<file path="config.mk">
export PLATFORM = sky130hd
export DESIGN_NAME = multicycle_cpu
export DESIGN_NICKNAME = d
export VERILOG_FILES = /design/src/rtl/cpu_pkg.sv /design/src/rtl/cpu_alu.sv /design/src/rtl/multicycle_cpu.sv
export SDC_FILE = /design/constraint.sdc
export NUM_CORES = 1
export LEC_CHECK = 0
export ABC_AREA = 1
export CAP_MARGIN = 20
export CELL_PAD_IN_SITES_DETAIL_PLACEMENT = 0
export CELL_PAD_IN_SITES_GLOBAL_PLACEMENT = 2
export CORE_MARGIN = 3
export CORE_UTILIZATION = 33
export CTS_BUF_LIST = sky130_fd_sc_hd__clkbuf_16
export DETAILED_ROUTE_END_ITERATION = 10
export HOLD_SLACK_MARGIN = 0.02
export PLACE_DENSITY = 0.83
export REMOVE_ABC_BUFFERS = 1
export SLEW_MARGIN = 10
export SYNTH_ARGS = -nofsm -noshare
export SYNTH_HDL_FRONTEND = slang
export SYNTH_HIERARCHICAL = 1
export SYNTH_SLANG_ARGS = --single-unit
</file>
<file path="constraint.sdc">
create_clock -name clk -period 9.1 [get_ports clk]
set_clock_uncertainty 0.2 [all_clocks]
set_input_delay 1.82 -clock clk [delete_from_list [all_inputs] [get_ports clk]]
set_output_delay 1.82 -clock clk [all_outputs]
set_load 0.01 [all_outputs]
</file>
<file path="src/rtl/cpu_pkg.sv">
// cpu_pkg: shared opcode, state, flag and ALU types for the multicycle core
package cpu_pkg;
  typedef enum logic [3:0] {
    OP_ADD  = 4'h0, OP_SUB = 4'h1, OP_AND = 4'h2, OP_OR   = 4'h3,
    OP_ADDI = 4'h4, OP_LDI = 4'h5, OP_LD  = 4'h6, OP_ST   = 4'h7,
    OP_BZ   = 4'h8, OP_JMP = 4'h9, OP_SHOW = 4'hA, OP_HALT = 4'hF
  } opcode_t;
  typedef enum logic [2:0] {FETCH, DECODE, EXEC, MEM, HALTED} state_t;
  typedef struct packed {
    logic n;
    logic z;
    logic c;
    logic v;
  } flags_t;
  typedef enum logic [1:0] {ALU_ADD, ALU_SUB, ALU_AND, ALU_OR} alu_op_t;
endpackage

</file>
<file path="src/rtl/cpu_alu.sv">
// cpu_alu: combinational add/sub/and/or with NZCV flags
module cpu_alu import cpu_pkg::*; #(
  parameter int DATA_W = 8
) (
  input  logic [DATA_W-1:0] a,
  input  logic [DATA_W-1:0] b,
  input  alu_op_t           op,
  output logic [DATA_W-1:0] result,
  output flags_t            flags
);
  logic sub, arith;
  logic [DATA_W-1:0] bb;
  logic [DATA_W:0] sum;
  // subtract is a + ~b + 1, so carry out of 1 means no borrow
  always_comb begin
    sub = op == ALU_SUB;
    arith = op == ALU_ADD || op == ALU_SUB;
    bb = sub ? ~b : b;
    sum = {1'b0, a} + {1'b0, bb} + {{DATA_W{1'b0}}, sub};
    result = op == ALU_AND ? a & b : op == ALU_OR ? a | b : sum[DATA_W-1:0];
    flags = {result[DATA_W-1], result == '0, arith & sum[DATA_W],
             arith & (a[DATA_W-1] == bb[DATA_W-1]) & (result[DATA_W-1] != a[DATA_W-1])};
  end
endmodule

</file>
<file path="src/rtl/multicycle_cpu.sv">
// multicycle_cpu: 16-bit-instruction multicycle core with req/ack instruction and data ports
module multicycle_cpu import cpu_pkg::*; #(
  parameter int DATA_W = 8,
  parameter int ADDR_W = 8,
  parameter logic [ADDR_W-1:0] RESET_PC = '0
) (
  input  logic              clk,
  input  logic              reset,
  output logic              imem_req,
  output logic [ADDR_W-1:0] imem_addr,
  input  logic [15:0]       imem_rdata,
  input  logic              imem_ack,
  output logic              dmem_req,
  output logic              dmem_we,
  output logic [ADDR_W-1:0] dmem_addr,
  output logic [DATA_W-1:0] dmem_wdata,
  input  logic [DATA_W-1:0] dmem_rdata,
  input  logic              dmem_ack,
  output logic              show_valid,
  output logic [1:0]        show_sel,
  output logic [DATA_W-1:0] show_data,
  output logic              halted
);
  state_t state, state_nx;
  logic live;
  logic [15:0] ir;
  logic [ADDR_W-1:0] pc, imm_a;
  logic [DATA_W-1:0] regs [16];
  logic [DATA_W-1:0] a, b, alu_b, alu_y, imm_d;
  flags_t flags, alu_f;
  opcode_t op;
  logic [3:0] rd, rs, rt;
  logic alu_wr;
  alu_op_t alu_op;

  assign op = opcode_t'(ir[15:12]);
  assign rd = ir[11:8];
  assign rs = ir[7:4];
  assign rt = ir[3:0];
  assign imm_d = DATA_W'($signed(ir[7:0]));
  assign imm_a = ADDR_W'($signed(ir[7:0]));
  assign alu_wr = ir[15:12] <= 4'd4;
  assign alu_op = ir[14] ? ALU_ADD : alu_op_t'(ir[13:12]);
  assign alu_b = op == OP_ADDI ? imm_d : b;
  assign imem_addr = pc;
  assign dmem_addr = ADDR_W'(a);
  assign dmem_wdata = b;

  cpu_alu #(.DATA_W(DATA_W)) alu (.a(a), .b(alu_b), .op(alu_op), .result(alu_y), .flags(alu_f));

  always_ff @(posedge clk or posedge reset)
    if (reset) state <= FETCH;
    else state <= state_nx;

  always_comb
    state_nx = state == FETCH ? (imem_req && imem_ack ? DECODE : FETCH)
      : state == DECODE ? EXEC
      : state == EXEC ? (op == OP_LD || op == OP_ST ? MEM : op == OP_HALT ? HALTED : FETCH)
      : state == MEM ? (dmem_req && dmem_ack ? FETCH : MEM)
      : HALTED;

  // live keeps the fetch request low for the first cycle out of reset
  always_comb begin
    imem_req = live && state == FETCH;
    dmem_req = state == MEM;
    dmem_we = dmem_req && op == OP_ST;
    halted = state == HALTED;
  end

  always_ff @(posedge clk or posedge reset)
    if (reset) begin
      live <= 1'b0;
      pc <= RESET_PC;
      ir <= '0;
      a <= '0;
      b <= '0;
      flags <= '0;
      show_valid <= 1'b0;
      show_sel <= '0;
      show_data <= '0;
      for (int i = 0; i < 16; i++) regs[i] <= '0;
    end else begin
      live <= 1'b1;
      show_valid <= 1'b0;
      if (imem_req && imem_ack) begin
        ir <= imem_rdata;
        pc <= pc + ADDR_W'(1);
      end
      if (state == DECODE) begin
        a <= op == OP_ADDI ? regs[rd] : regs[rs];
        b <= op == OP_ST ? regs[rd] : regs[rt];
      end
      if (state == EXEC) begin
        if (alu_wr) begin
          regs[rd] <= alu_y;
          flags <= alu_f;
        end
        if (op == OP_LDI) regs[rd] <= imm_d;
        if (op == OP_JMP || (op == OP_BZ && flags.z)) pc <= pc + imm_a;
        if (op == OP_SHOW) begin
          show_valid <= 1'b1;
          show_sel <= rd[1:0];
          show_data <= a;
        end
      end
      if (dmem_req && dmem_ack && op == OP_LD) regs[rd] <= dmem_rdata;
    end
endmodule

</file>
==> impl_metrics.tcl, run 1 <==
set metrics [dict create \
    status "finished, final reports clean" \
    first_global_vias 17380 \
    post_synth_instance_area_mm2 0.0163 \
    fin_area_mm2 0.0180 \
    synthesis.instances 2866 \
    post_route_cells_drive_above_1_share_pct 5.30 \
    power_switching_share_pct 27.4 \
    worst_pin_slew_ps 1180 \
    finish.net_count 2867 \
    fp-row-count 80 \
    layout.cells.most_common "sky130_fd_sc_hd__nand2_1" \
    cts_repair_resized_insts 0 \
    synthToLayoutAreaGrowth_pct 9.87 \
    p_sw_mw 0.451 \
    drt_first_iter_violations 2101 \
    layout.cells.non_filler 3487 \
    timing.max_slew.rel_slack_pct 21.4 \
    p_clk_share_pct 45.1 \
    dp_cells 3453 \
    post_route_hold_slack_ps 271 \
    floorplan.die.width_um 229 \
    globalRouteOverflowTotal 0 \
    final_worst_path_setup_slack_ps 4070 \
    placedInstanceArea_mm2 0.0174 \
    slew_violations 0 \
    share_comb_of_total_power_pct 4.6 \
    clock_latency_ps 510 \
    routed-via-count 18653 \
    finish.utilization_pct 37.1 \
    total_leakage_power_nw 8.96 \
    startpoint_kind_of_the_worst_setup_timing_path "flop" \
    drt_wl_total_um 77200 \
    hp-class "flop to flop" \
    cts_hold_buf 0 \
    cts.clk_slew.worst_paths_ps 70 \
    cellInternalPower_mw 1.19 \
    layout_worst_path_cycle_share_pct 55.3 \
    placement.io_buffers 66 \
    detailedPlacementHpwl_um 48700 \
    grt_start_max_net_pins 115 \
    maxCapViolations 0 \
    number_of_antenna_violations_at_the_first_check_in_global_routing 4 \
    clock_tree.root_cell "sky130_fd_sc_hd__clkbuf_16" \
    antenna_left 0 \
    grt_pass1_wl_um 114000 \
    critPathArrivalTime_ps 3010 \
    most-common-layout-cells "sky130_fd_sc_hd__nand2_1, sky130_fd_sc_hd__nand3_1, sky130_fd_sc_hd__inv_1" \
    period_minus_slack_ps 5030 \
    post-place-ws_ps 4270 \
    powerDensity_mw_per_mm2 91.5 \
    ir_worst_vdd_v 0.000132 \
    cp_data_required_time_ps 7080 \
    report.power.total_mw 1.64 \
    critical_path.max_fanout 9 \
    cts_setup_buffers 0 \
    critPathCaptureType "output port" \
    maxClockFrequency_mhz 199 \
    grt_setup_unrepaired "false" \
    yosys_warnings 6 \
    cts_max_level 4 \
    timing.setup.tns_ps 0 \
    clock_sink_count 184 \
    syn_area_per_cell_um2 5.70 \
    sequential_power_share_pct 50.3 \
    clock_tree_from_tritoncts "done" \
    fp.dieH_um 229 \
    design.core.area_mm2 0.0483 \
    average_wire_length_per_cell_after_detail_routing_um 22.1 \
    insertedDiodeCount 0 \
    overall_die_area_mm2 0.0522 \
    initial_utilization_pct 33.8 \
    vias_per_cell 5.35 \
    hold_viol_final 0 \
    cts_buffers 17 \
    grt.total_usage_pct 29.3 \
    drt_pre_antenna_iters 6 \
    place.gp.congestion 0.952 \
    drc_violations_left 0 \
    io_pins 67 \
    final-setup-viol-count 0 \
    worst-setup-path-type "flop to output port" \
    clockBufferDepth 2 \
]
-- power by group through the flow --
| stage | combinational (mW) | clock (mW) | sequential (mW) |
|---|---|---|---|
| final | 0.0760 | 0.740 | 0.826 |
| after global routing | 0.0839 | 0.787 | 0.826 |
| after CTS | 0.0759 | 0.764 | 0.826 |
| after detailed placement | 0.0759 | 0 | 0.842 |
| after global placement | 0.0752 | 0 | 0.842 |
| after floorplan | 0.0279 | 0 | 0.840 |
-- worst max-delay path, cell delays in order, from the launching register on --
cell                              delay (ps)
sky130_fd_sc_hd__dfrtp_1                 410
sky130_fd_sc_hd__inv_1                   160
sky130_fd_sc_hd__nand2_1                 170
sky130_fd_sc_hd__nor2_1                  540
sky130_fd_sc_hd__clkinv_1                490
sky130_fd_sc_hd__nor2_1                  190
sky130_fd_sc_hd__clkdlybuf4s50_1         550
-- per-layer routing --
metal / vias to the layer above / global-route usage (%) / wire, µm
met5: - / 0 / 0
met4: 0 / 12.4 / 2950
met3: 160 / 5.88 / 6730
met2: 864 / 45.0 / 33700
met1: 8704 / 40.2 / 33800
li1: 8925 / - / -
-- registers in the layout, indices dropped and copies added, names as in the netlist --
name / cells
live: 1
flags: 1
show_sel: 2
ir: 16
dmem_addr: 8
imem_addr: 8
dmem_wdata: 8
show_valid: 1
regs: 128
show_data: 8
state: 3
-- final cells by class --
type,count,area (µm²)
clock inverter,15,104
fill,5369,30400
clock buffer,17,425
inverter,290,1100
tap,656,821
multi-input combinational,2223,9930
sequential,184,4610
timing repair buffer,102,971
-- worst paths after layout --
path	start	cells after the start	slack [ps]	to
max	ir[15]	6	4070	dmem_we
min	show_data[3]	2	270	show_data[3]
max reg2reg	ir[15]	19	4110	regs[79]
min reg2reg	show_data[3]	2	270	show_data[3]
max in group asynchronous	reset	4	5730	ir[8]
min in group asynchronous	reset	2	1700	regs[72]
Note: power is estimated with default switching activity, not from simulation.
==> run 2: changes to the inputs <==
CORE_UTILIZATION = 30   (was 33)
PLACE_DENSITY = 0.79   (was 0.83)
clock period = 4.1 ns   (was 9.1 ns; I/O delays follow)
==> impl_metrics.tcl, run 2 (synthesis results as in run 1) <==
set metrics [dict create \
    status "finished, final reports clean" \
    design.core.area_mm2 0.0532 \
    globalRouteOverflowTotal 0 \
    routed-via-count 18805 \
    placement.io_buffers 66 \
    startpoint_kind_of_the_worst_setup_timing_path "flop" \
    detailedPlacementHpwl_um 51000 \
    hold_start "show_data[5]" \
    critPathCaptureType "flop" \
    worst-setup-path-type "flop to flop" \
    crit_path_top_delay_cell "sky130_fd_sc_hd__dfrtp_1" \
    drc_violations_left 0 \
    worst_path_dominant_cell_family "simple AND/OR/NAND/NOR gates" \
    post_route_cells_drive_above_1_share_pct 6.49 \
    hold_path_end "show_data[5]" \
    reg.largest.list "regs: 128 flops, ir: 16 flops" \
    grt.total_usage_pct 27.3 \
    number_of_antenna_violations_at_the_first_check_in_global_routing 1 \
    worst_pin_slew_ps 987 \
    slew_violations 0 \
    most-common-layout-cells "sky130_fd_sc_hd__nand2_1, sky130_fd_sc_hd__nand3_1, sky130_fd_sc_hd__inv_1" \
    hold_viol_final 0 \
    globalRouteMet3Util_pct 4.17 \
    io_pins 67 \
    post_route_hold_slack_ps 273 \
    drt_wl_total_um 78500 \
    synthToLayoutAreaGrowth_pct 12.3 \
    overall_die_area_mm2 0.0573 \
    global_route.peak_usage_layer "met2" \
    fp.dieH_um 239 \
    cts_hold_buf 0 \
    top_reg_by_flops "regs" \
    critical_path.max_fanout 15 \
    placedInstanceArea_mm2 0.0177 \
    antenna_left 0 \
    cellInternalPower_mw 2.79 \
    grt_setup_unrepaired "false" \
    hold_crit_depth 2 \
    cts_max_level 4 \
    power_switching_share_pct 27.5 \
    finish.net_count 2902 \
    timing.max_slew.rel_slack_pct 33.8 \
    worst_path_most_repeated_cell "sky130_fd_sc_hd__nand2_1" \
    clock_sink_count 184 \
    initial_utilization_pct 30.7 \
    vias_per_cell 5.29 \
    report.power.total_mw 3.85 \
    p_clk_share_pct 47.9 \
    layout_worst_path_cycle_share_pct 93.8 \
    grt_util_met1_pct 37.1 \
    cts_buffers 17 \
    average_wire_length_per_cell_after_detail_routing_um 22.1 \
    layout.cells.most_common "sky130_fd_sc_hd__nand2_1" \
    p_sw_mw 1.06 \
    hp-class "flop to flop" \
    share_comb_of_total_power_pct 4.5 \
    post-place-ws_ps 281 \
    critical_path.cell_chain "inv_1 -> nand2_1 -> nor2_2 -> inv_1 -> buf_4 -> o21ai_0 -> inv_2 -> xor2_1 -> ha_1 -> nand2_1 -> clkinv_1 -> nand3_2 -> nand2_2 -> nand2_2 -> nand3_1 -> nand3_2 -> nand2_1 -> inv_1 -> buf_4 -> o21ai_0 -> nand2_1 -> nand3_1 -> nand2_1 -> inv_1" \
    clock_latency_ps 520 \
    first_global_vias 17433 \
    grt_start_max_net_pins 102 \
    clock_tree_from_tritoncts "done" \
    floorplan.die.width_um 239 \
    worstReg2RegEnd "regs[95]" \
    largest_register_ff_count 128 \
    timing.critical_path.buf_inv 8 \
    cts.clk_slew.worst_paths_ps 80 \
    reg2reg_depth 24 \
    sequential_power_share_pct 47.6 \
    use_met2_pct 43.8 \
    cp_data_required_time_ps 4320 \
    clockBufferDepth 2 \
    total_leakage_power_nw 9.15 \
    slowest_stage_delay_on_critical_path_ps 420 \
    ff2ff_setup_slack_ps 250 \
    maxClockFrequency_mhz 260 \
    fin_area_mm2 0.0184 \
    finish.utilization_pct 34.5 \
    maxCapViolations 0 \
    reg_to_reg_start "ir[15]" \
    fp-row-count 84 \
    critPathArrivalTime_ps 4060 \
    ir_worst_vdd_v 0.000360 \
    clock_tree.root_cell "sky130_fd_sc_hd__clkbuf_16" \
    grt_pass1_wl_um 115000 \
    place.gp.congestion 0.896 \
    period_minus_slack_ps 3850 \
    drt_first_iter_violations 2026 \
    final-setup-viol-count 0 \
    final_worst_path_setup_slack_ps 253 \
    drt_pre_antenna_iters 6 \
    powerDensity_mw_per_mm2 210 \
]
-- run 2: power by group through the flow --
stage	Clock [mW]	Sequential, mW	Combinational, mW
3_5_place_dp	0	1.87	0.174
6_report	1.85	1.83	0.172
2_1_floorplan	0	1.86	0.0620
4_1_cts	1.89	1.83	0.174
3_3_place_gp	0	1.87	0.173
5_1_grt	1.94	1.83	0.187
-- run 2: worst max path at each step --
stage | cells past startpoint | to | startpoint | slack [ps]
3_5_place_dp | 20 | flags[2] | ir[15] | 280
4_1_cts | 20 | regs[94] | ir[15] | 240
2_1_floorplan | 1 | dmem_addr[0] | reset | -1920
3_3_place_gp | 20 | regs[30] | ir[15] | 370
5_1_grt | 24 | regs[55] | ir[15] | 7
6_report | 24 | regs[95] | ir[15] | 250
-- run 2: area by class of cell --
| type | instances | area, µm² |
|---|---|---|
| clock inverter | 15 | 183 |
| inverter | 290 | 1100 |
| clock buffer | 17 | 425 |
| multi-input combinational | 2223 | 9930 |
| sequential | 184 | 4610 |
| tap | 688 | 861 |
| timing repair buffer | 137 | 1250 |
| antenna | 1 | 2.50 |
| fill | 5868 | 34800 |
-- run 2: layer usage --
layer | part of all wire, % | wire length (µm)
met5 | 0 | 0
met4 | 3.6 | 2860
met3 | 6.7 | 5290
met2 | 46 | 35800
met1 | 44 | 34500
-- run 2: worst min-delay path, stage by stage (launching register included) --
cell	delay, ps
sky130_fd_sc_hd__dfrtp_1	340
sky130_fd_sc_hd__nand2_1	50
sky130_fd_sc_hd__nand2_1	50
-- run 2: repair_timing --
item | 4_1_cts | 5_1_grt
setup buffers | 0 | 0
setup endpoints to repair | 0 | 43
resized for setup | 0 | 4
-- run 2: stage by stage --
| stage | std cells | TNS, ps |
|---|---|---|
| 6_report | 3555 | 0 |
| 5_1_grt | 3554 | 0 |
| 4_1_cts | 3554 | 0 |
| 3_5_place_dp | 3522 | 0 |
| 3_3_place_gp | 3522 | 0 |
| 2_1_floorplan | 2697 | -455620 |
